`config.mk`:
```
export PLATFORM = sky130hd
export DESIGN_NAME = mmd_minmax_scan
export DESIGN_NICKNAME = d
export VERILOG_FILES = /design/src/rtl/mmd_minmax_scan.sv
export SDC_FILE = /design/constraint.sdc
export NUM_CORES = 1
export LEC_CHECK = 0
export ABC_AREA = 1
export CAP_MARGIN = 20
export CORE_ASPECT_RATIO = 1.25
export CORE_MARGIN = 2
export CORE_UTILIZATION = 53
export CTS_CLUSTER_DIAMETER = 60
export DETAILED_ROUTE_END_ITERATION = 8
export GPL_ROUTABILITY_DRIVEN = 0
export HOLD_SLACK_MARGIN = 0.05
export MAX_ROUTING_LAYER = met4
export PLACE_DENSITY_LB_ADDON = 0.05
export SLEW_MARGIN = 5
export SYNTH_ARGS = -nofsm -noshare
export SYNTH_HDL_FRONTEND = slang
export SYNTH_SLANG_ARGS = --single-unit
```
`constraint.sdc`:
```
create_clock -name clk -period 3.9 [get_ports clk]
set_input_delay 0.78 -clock clk [delete_from_list [all_inputs] [get_ports clk]]
set_output_delay 0.78 -clock clk [all_outputs]
set_load 0.005 [all_outputs]
```
`src/rtl/mmd_minmax_scan.sv`:
```
// mmd_minmax_scan: sequential min/max scan over a local operand store.
// Walks rd_addr from 0 to len, tracks the running maximum and minimum of
// rd_data, and registers their difference when the scan completes.
// Optional build macro: MMD_SIGNED_EN selects two's-complement compares and a
// widened, saturating difference; when undefined, compares are unsigned.
module mmd_minmax_scan #(
    parameter int DATA_W = 9,
    parameter int ADDR_W = 4
) (
    input  logic              clk,
    input  logic              rst_n,
    input  logic              start,
    input  logic [ADDR_W-1:0] len,
    output logic [ADDR_W-1:0] rd_addr,
    input  logic [DATA_W-1:0] rd_data,
    output logic              busy,
    output logic              done,
    output logic [DATA_W-1:0] max_q,
    output logic [DATA_W-1:0] min_q,
    output logic [DATA_W-1:0] diff_q
);

    typedef enum logic [1:0] {
        S_IDLE,
        S_FIRST,
        S_SCAN,
        S_DONE
    } state_t;

    state_t            state;
    state_t            state_nxt;
    logic [ADDR_W-1:0] len_q;
    logic [ADDR_W-1:0] addr_nxt;
    logic [DATA_W-1:0] max_nxt;
    logic [DATA_W-1:0] min_nxt;
    logic [DATA_W-1:0] diff_nxt;
    logic              gt_max;
    logic              lt_min;

`ifdef MMD_SIGNED_EN
    logic signed [DATA_W:0] diff_wide;

    // Two's-complement compares against the running extremes.
    assign gt_max = $signed(rd_data) > $signed(max_q);
    assign lt_min = $signed(rd_data) < $signed(min_q);

    // Sign-extend both extremes so the subtraction cannot wrap, then clamp
    // anything outside the unsigned DATA_W range to all ones.
    always_comb begin
        diff_wide = $signed({max_nxt[DATA_W-1], max_nxt}) - $signed({min_nxt[DATA_W-1], min_nxt});
        if (diff_wide[DATA_W]) begin
            diff_nxt = '1;
        end else begin
            diff_nxt = diff_wide[DATA_W-1:0];
        end
    end
`else
    // Unsigned compares against the running extremes.
    assign gt_max = rd_data > max_q;
    assign lt_min = rd_data < min_q;

    // max >= min by construction, so a plain DATA_W subtraction never wraps.
    always_comb begin
        diff_nxt = max_nxt - min_nxt;
    end
`endif

    // Status outputs decode straight from the state register, so reset
    // clears them at once without extra flops.
    assign busy = (state != S_IDLE);
    assign done = (state == S_DONE);

    // Next-state, next-address and next-extreme logic.
    always_comb begin
        // NOTE: every signal gets a default first so no path leaves it
        // unassigned; otherwise synthesis would infer a latch to hold it.
        state_nxt = state;
        addr_nxt  = rd_addr;
        max_nxt   = max_q;
        min_nxt   = min_q;
        case (state)
            S_IDLE: begin
                addr_nxt = '0;
                if (start) begin
                    state_nxt = S_FIRST;
                end
            end
            S_FIRST: begin
                // Element 0 seeds both extremes unconditionally.
                max_nxt = rd_data;
                min_nxt = rd_data;
                if (len_q == '0) begin
                    state_nxt = S_DONE;
                end else begin
                    addr_nxt  = ADDR_W'(1);
                    state_nxt = S_SCAN;
                end
            end
            S_SCAN: begin
                // Strict compares: equal values leave the extremes untouched.
                if (gt_max) begin
                    max_nxt = rd_data;
                end
                if (lt_min) begin
                    min_nxt = rd_data;
                end
                // Stop on the last index instead of incrementing, so the
                // address never passes len_q and never wraps at len = all ones.
                if (rd_addr == len_q) begin
                    state_nxt = S_DONE;
                end else begin
                    addr_nxt = rd_addr + ADDR_W'(1);
                end
            end
            S_DONE: begin
                addr_nxt  = '0;
                state_nxt = S_IDLE;
            end
            default: begin
                addr_nxt  = '0;
                state_nxt = S_IDLE;
            end
        endcase
    end

    // State, address and extreme registers.
    always_ff @(posedge clk or negedge rst_n) begin
        if (!rst_n) begin
            state   <= S_IDLE;
            rd_addr <= '0;
            max_q   <= '0;
            min_q   <= '0;
        end else begin
            // NOTE: non-blocking assignments so every flop samples the
            // pre-edge values, independent of statement order.
            state   <= state_nxt;
            rd_addr <= addr_nxt;
            max_q   <= max_nxt;
            min_q   <= min_nxt;
        end
    end

    // Capture the scan length only when a start is accepted in IDLE.
    always_ff @(posedge clk or negedge rst_n) begin
        if (!rst_n) begin
            len_q <= '0;
        end else if (state == S_IDLE && start) begin
            len_q <= len;
        end
    end

    // The difference is taken from the final extremes on the edge entering
    // DONE, so it is valid in the same cycle done is high.
    always_ff @(posedge clk or negedge rst_n) begin
        if (!rst_n) begin
            diff_q <= '0;
        end else if (state_nxt == S_DONE) begin
            diff_q <= diff_nxt;
        end
    end

endmodule

```
# ---- After elaboration in Yosys (flattened, before gate mapping)
# Index checks and enable logic that the tools add are counted.
dict set report classes {
  magnitude_cmp 2
  mux 11
  add_sub_neg 2
  n_eq_ne 7
  reduce_logical 6
}
# cell count
set ops {}
lappend ops {{one-hot mux 9 bit (2 select lines)} 2}
lappend ops {{two-way mux 9 bit} 2}
lappend ops {{one-hot mux 4 bit (3 select lines)} 1}
lappend ops {{greater-than comparator 9 bit} 1}
lappend ops {{< comparator 9 bit} 1}
lappend ops {{subtractor 9 bit} 1}
lappend ops {{two-way mux 4 bit} 2}
lappend ops {{one-hot mux 2 bit (4 select lines)} 1}
lappend ops {{equality test 2 bit (second input constant)} 3}
lappend ops {{adder 4 x 1 -> 4 bit (second input constant)} 1}
lappend ops {{equality test 4 bit} 1}
lappend ops {{logical NOT 4 bit} 1}
lappend ops {{two-way mux 2 bit} 2}
lappend ops {{inequality test 2 bit (second input constant)} 2}
lappend ops {{equality test 2 x 1 -> 1 bit (second input constant)} 1}
lappend ops {{logical NOT 2 bit} 1}
lappend ops {{AND reduction 2 bit} 1}
lappend ops {{nonzero test 2 bit} 1}
lappend ops {{OR reduction 2 bit} 1}
lappend ops {{logical AND 1 bit} 1}
lappend ops {{two-way mux 1 bit} 1}
dict set report word_totals {
  register_bits 37
  output_inout_bits 33
  in_bits 16
}

# ---- Longest topological paths before layout
dict set report depth {
  word_depth 4
  mapped_depth 23
}

# ---- Worst setup path before layout
# Ideal clock, no wire load.
dict set report synth_timing {
  path_kind {input-to-reg}
  start {input rd_data[8]}
  end {register diff_q[6]}
  slack_ns 0.446
  setup_ns 0.121
  path_buffers 1
  t_arrival_ns 3.333
  cell_stages 17
  path_cell_list {ha_1 > nand2_1 > inv_1 > a21oi_1 > nand3_1 > nand2_2 > buf_1 > nand2_1 > o211ai_1 > a22oi_1 > ha_1 > a21o_1 > a31oi_1 > o21ai_0 > a21oi_1 > xor2_1 > o21ai_2}
}
dict set report synth_via {
  elab_chain_cells 4
  word_cells_on_any_way 7
}
# element line
set synth_rtl {}
lappend synth_rtl {{start: declaration} 15} ;# input logic [DATA_W-1:0] rd_data,
lappend synth_rtl {{greater-than comparator 9 bit} 59} ;# assign gt_max = rd_data > max_q;
lappend synth_rtl {{two-way mux 9 bit} 101} ;# if (gt_max) begin
lappend synth_rtl {{one-hot mux 9 bit (2 select lines)} 81} ;# case (state)
lappend synth_rtl {{net max_nxt[3]} 34} ;# logic [DATA_W-1:0] max_nxt;
lappend synth_rtl {{subtractor 9 bit} 64} ;# diff_nxt = max_nxt - min_nxt;
lappend synth_rtl {{end signal: assignment} 158} ;# diff_q <= diff_nxt;
lappend synth_rtl {{end: declaration} 20} ;# output logic [DATA_W-1:0] diff_q
# The timed path passes the listed nets, and every way through them passes these cells.
# A chain may end at the register's enable or synchronous reset.

# ---- Worst setup path after layout
dict set report layout_timing {
  start {input rd_data[6]}
  end {register diff_q[6]}
}
# Same word-level chain as after synthesis.

==> results.py <==
metrics = {
    "drt": {
        "vias_per_cell": 5.28,
        "num_vias": 2524,
        "wl_mm": 6.66,
        "wl_per_cell_um": 13.9,
        "firstDrtPassIters": 4,
        "drc": 0,
        "ant_nets": 0,
        "drtIter0Drc": 110,
    },
    "global_route": {
        "grtUsageMet1": 0.297,
        "grt_usage": 0.254,
        "gr-usage-met3": 0.0429,
        "grt_pass1_wl_mm": 10.9,
        "grt_use_met2": 0.438,
        "top_usage_layer": "met2",
        "grt_start_max_net_pins": 38,
        "grt_remaining_overflow": 0,
        "antenna_found_initial": 0,
        "grt_pass1_vias": 2462,
    },
    "sta": {
        "finClkSkew_ns": 0.00617,
        "hold_viol": 0,
        "slew_violations": 0,
        "worst_slew_pin_slew_ns": 0.842,
        "max_freq_ghz": 0.273,
        "fin_ws_ns": 0.234,
        "slew_headroom": 0.439,
        "post-route-min-period_ns": 3.67,
        "post-route-period-util": 0.940,
        "finalSetupViolCount": 0,
        "whs_ns": 0.479,
    },
    "cells_and_area": {
        "fin_nets": 463,
        "fill_cells": 412,
        "area.growth.synth_to_final_pct": 31.9,
        "final_cell_area_um2": 3600,
        "insertedDiodeCount": 0,
        "instances_no_fill": 478,
        "drive_gt1_frac": 0.161,
    },
    "synth": {
        "synthCells": 339,
        "synth_cell_type_count": 38,
        "synthTopCellsByArea": "dfrtp_1 34%, ha_1 14%, nand2_1 11%, inv_1 7.4%, o211ai_1 4.7%",
        "ys.flop_type": "dfrtp_1",
        "async_reset_ff_frac": 1.00,
        "syn_nets": 387,
        "mappedNetlistArea_um2": 2730,
        "yosys-top-cells-count": "80 x nand2_1, 54 x inv_1, 37 x dfrtp_1",
        "yosysSeqAreaShare": 0.339,
        "synth_seq_cells": 37,
        "synth_top_cell_area_share": 0.339,
        "synth-edff-count": 0,
        "ys_warn_count": 0,
        "synth_most_common_cell": "nand2_1",
        "synth_top_cell_by_area": "dfrtp_1",
        "avgSynthCellArea_um2": 8.05,
    },
    "worst_setup_path": {
        "critPathMaxFanout": 7,
        "worstSetupPathType": "in2reg",
        "crit_required_ns": 4.08,
        "start_kind": "input pin",
        "cp-end-kind": "flop",
        "r2r_cells": 15,
        "worstPathArrival_ns": 3.85,
    },
    "cts": {
        "root_buffer": "clkbuf_8",
        "clkTransAtPathRegs_ns": 0.08,
        "numClockSinks": 37,
        "clockBufferDepth": 2,
        "hold_buffers": 0,
        "cts_tree": "done",
        "numCtsBuffers": 5,
        "clk_latency_ns": 0.29,
        "cts_setup_buffers": 0,
        "htreeDepth": 2,
    },
    "run": {
        "cap_violations": 0,
    },
    "place": {
        "postPlaceCellArea_um2": 3460,
        "dp.final_hpwl_mm": 5.18,
        "numPlacedInstances": 470,
        "pre_cts_slack_ns": -0.263,
        "io_buffers": 48,
    },
    "die": {
        "core_area_um2": 5010,
        "io_pins": 49,
        "rows": 29,
        "die_area_um2": 5740,
        "start_util": 0.545,
        "die_h_um": 84.2,
        "die_w_um": 68.2,
    },
    "run_status": {
        "status": "finished clean",
    },
    "hold_path": {
        "min_path_type": "reg2reg",
        "hold_depth": 2,
    },
}
==> cells by family (layout without fill, tap and decap cells) <==
logic type | Yosys count | after routing | synth area share
and+or+nand+nor | 119 | 119 | 0.195
muxes | 2 | 2 | 0.00825
DFF | 37 | 37 | 0.339
xor gates and xnor gates | 8 | 8 | 0.0257
AOI/OAI and AO/OA | 75 | 75 | 0.187
buffers and inverters | 66 | 143 | 0.0949
adders and majority gates | 32 | 32 | 0.149
==> state kept, by name, indices dropped and copies added, names as in the netlist <==
| signal | count |
|---|---|
| state | 2 |
| diff_q | 9 |
| rd_addr | 4 |
| min_q | 9 |
| len_q | 4 |
| max_q | 9 |
==> cell type report <==
type | count | area [µm²] | area share
Sequential cell | 37 | 926 | 0.257
Multi-Input combinational cell | 236 | 1600 | 0.445
Timing Repair Buffer | 77 | 696 | 0.193
Tap cell | 62 | 77.6 | 0.0216
Inverter | 58 | 220 | 0.0612
Clock buffer | 8 | 80.1 | 0.0222
==> worst max-delay path, cell delays in order <==
cell	delay (ns)
clkdlybuf4s50_1	0.47
ha_1	0.33
nand2_1	0.06
nor2_1	0.17
nand3b_1	0.10
nand3_1	0.13
nand2_2	0.12
o211ai_1	0.18
a22oi_1	0.10
inv_1	0.08
ha_1	0.14
inv_1	0.06
fa_1	0.38
a31oi_1	0.20
o21ai_0	0.10
a21oi_1	0.15
xor2_1	0.20
o21ai_2	0.08
==> stage by stage <==
stage	setup TNS, ns	utilization
2_1_floorplan	0	-
3_5_place_dp	-0.447	0.691
4_1_cts	0	0.707
3_3_place_gp	-0.221	0.691
6_report	0	0.719
5_1_grt	-0.00456	0.719
==> metal layers <==
layer	wire length [µm]	up-vias	part of all wire
met2	3520	54	0.53
met5	0	-	0
met4	101	0	0.015
met3	239	11	0.036
li1	-	1278	-
met1	2800	1181	0.42
==> final timing paths <==
path | startpoint | end | slack, ns
min | diff_q[5] | diff_q[5] | 0.48
min reg2reg | diff_q[5] | diff_q[5] | 0.48
max in group asynchronous | rst_n | min_q[0] | 2.78
min in group asynchronous | rst_n | rd_addr[3] | 0.60
max reg2reg | state[0] | diff_q[8] | 0.67
max | rd_data[6] | diff_q[6] | 0.23
==> cell usage in the layout (no fill, tap or decap), types with 4 or more instances in the layout <==
cell type and n:
nand2_1 80, inv_1 54, clkdlybuf4s50_1 46, dfrtp_1 37, ha_1 29, buf_4 29, a21oi_1 24, o211ai_1 17
nand3_1 13, nor2_1 10, a22oi_1 10, a22oi_2 6, xor2_1 5, o21ai_2 5, clkbuf_8 5, nand2_2 4
o21ai_0 4
==> what timing repair did <==
item / 4_1_cts / 5_1_grt
endpoints found under the hold margin: 0 / 0
setup endpoints to repair: 0 / 3
resized for setup: 0 / 13
Power is left out: the tool's default activity adds up to more than one toggle a clock period on the data nets, which glitch-free logic cannot reach.
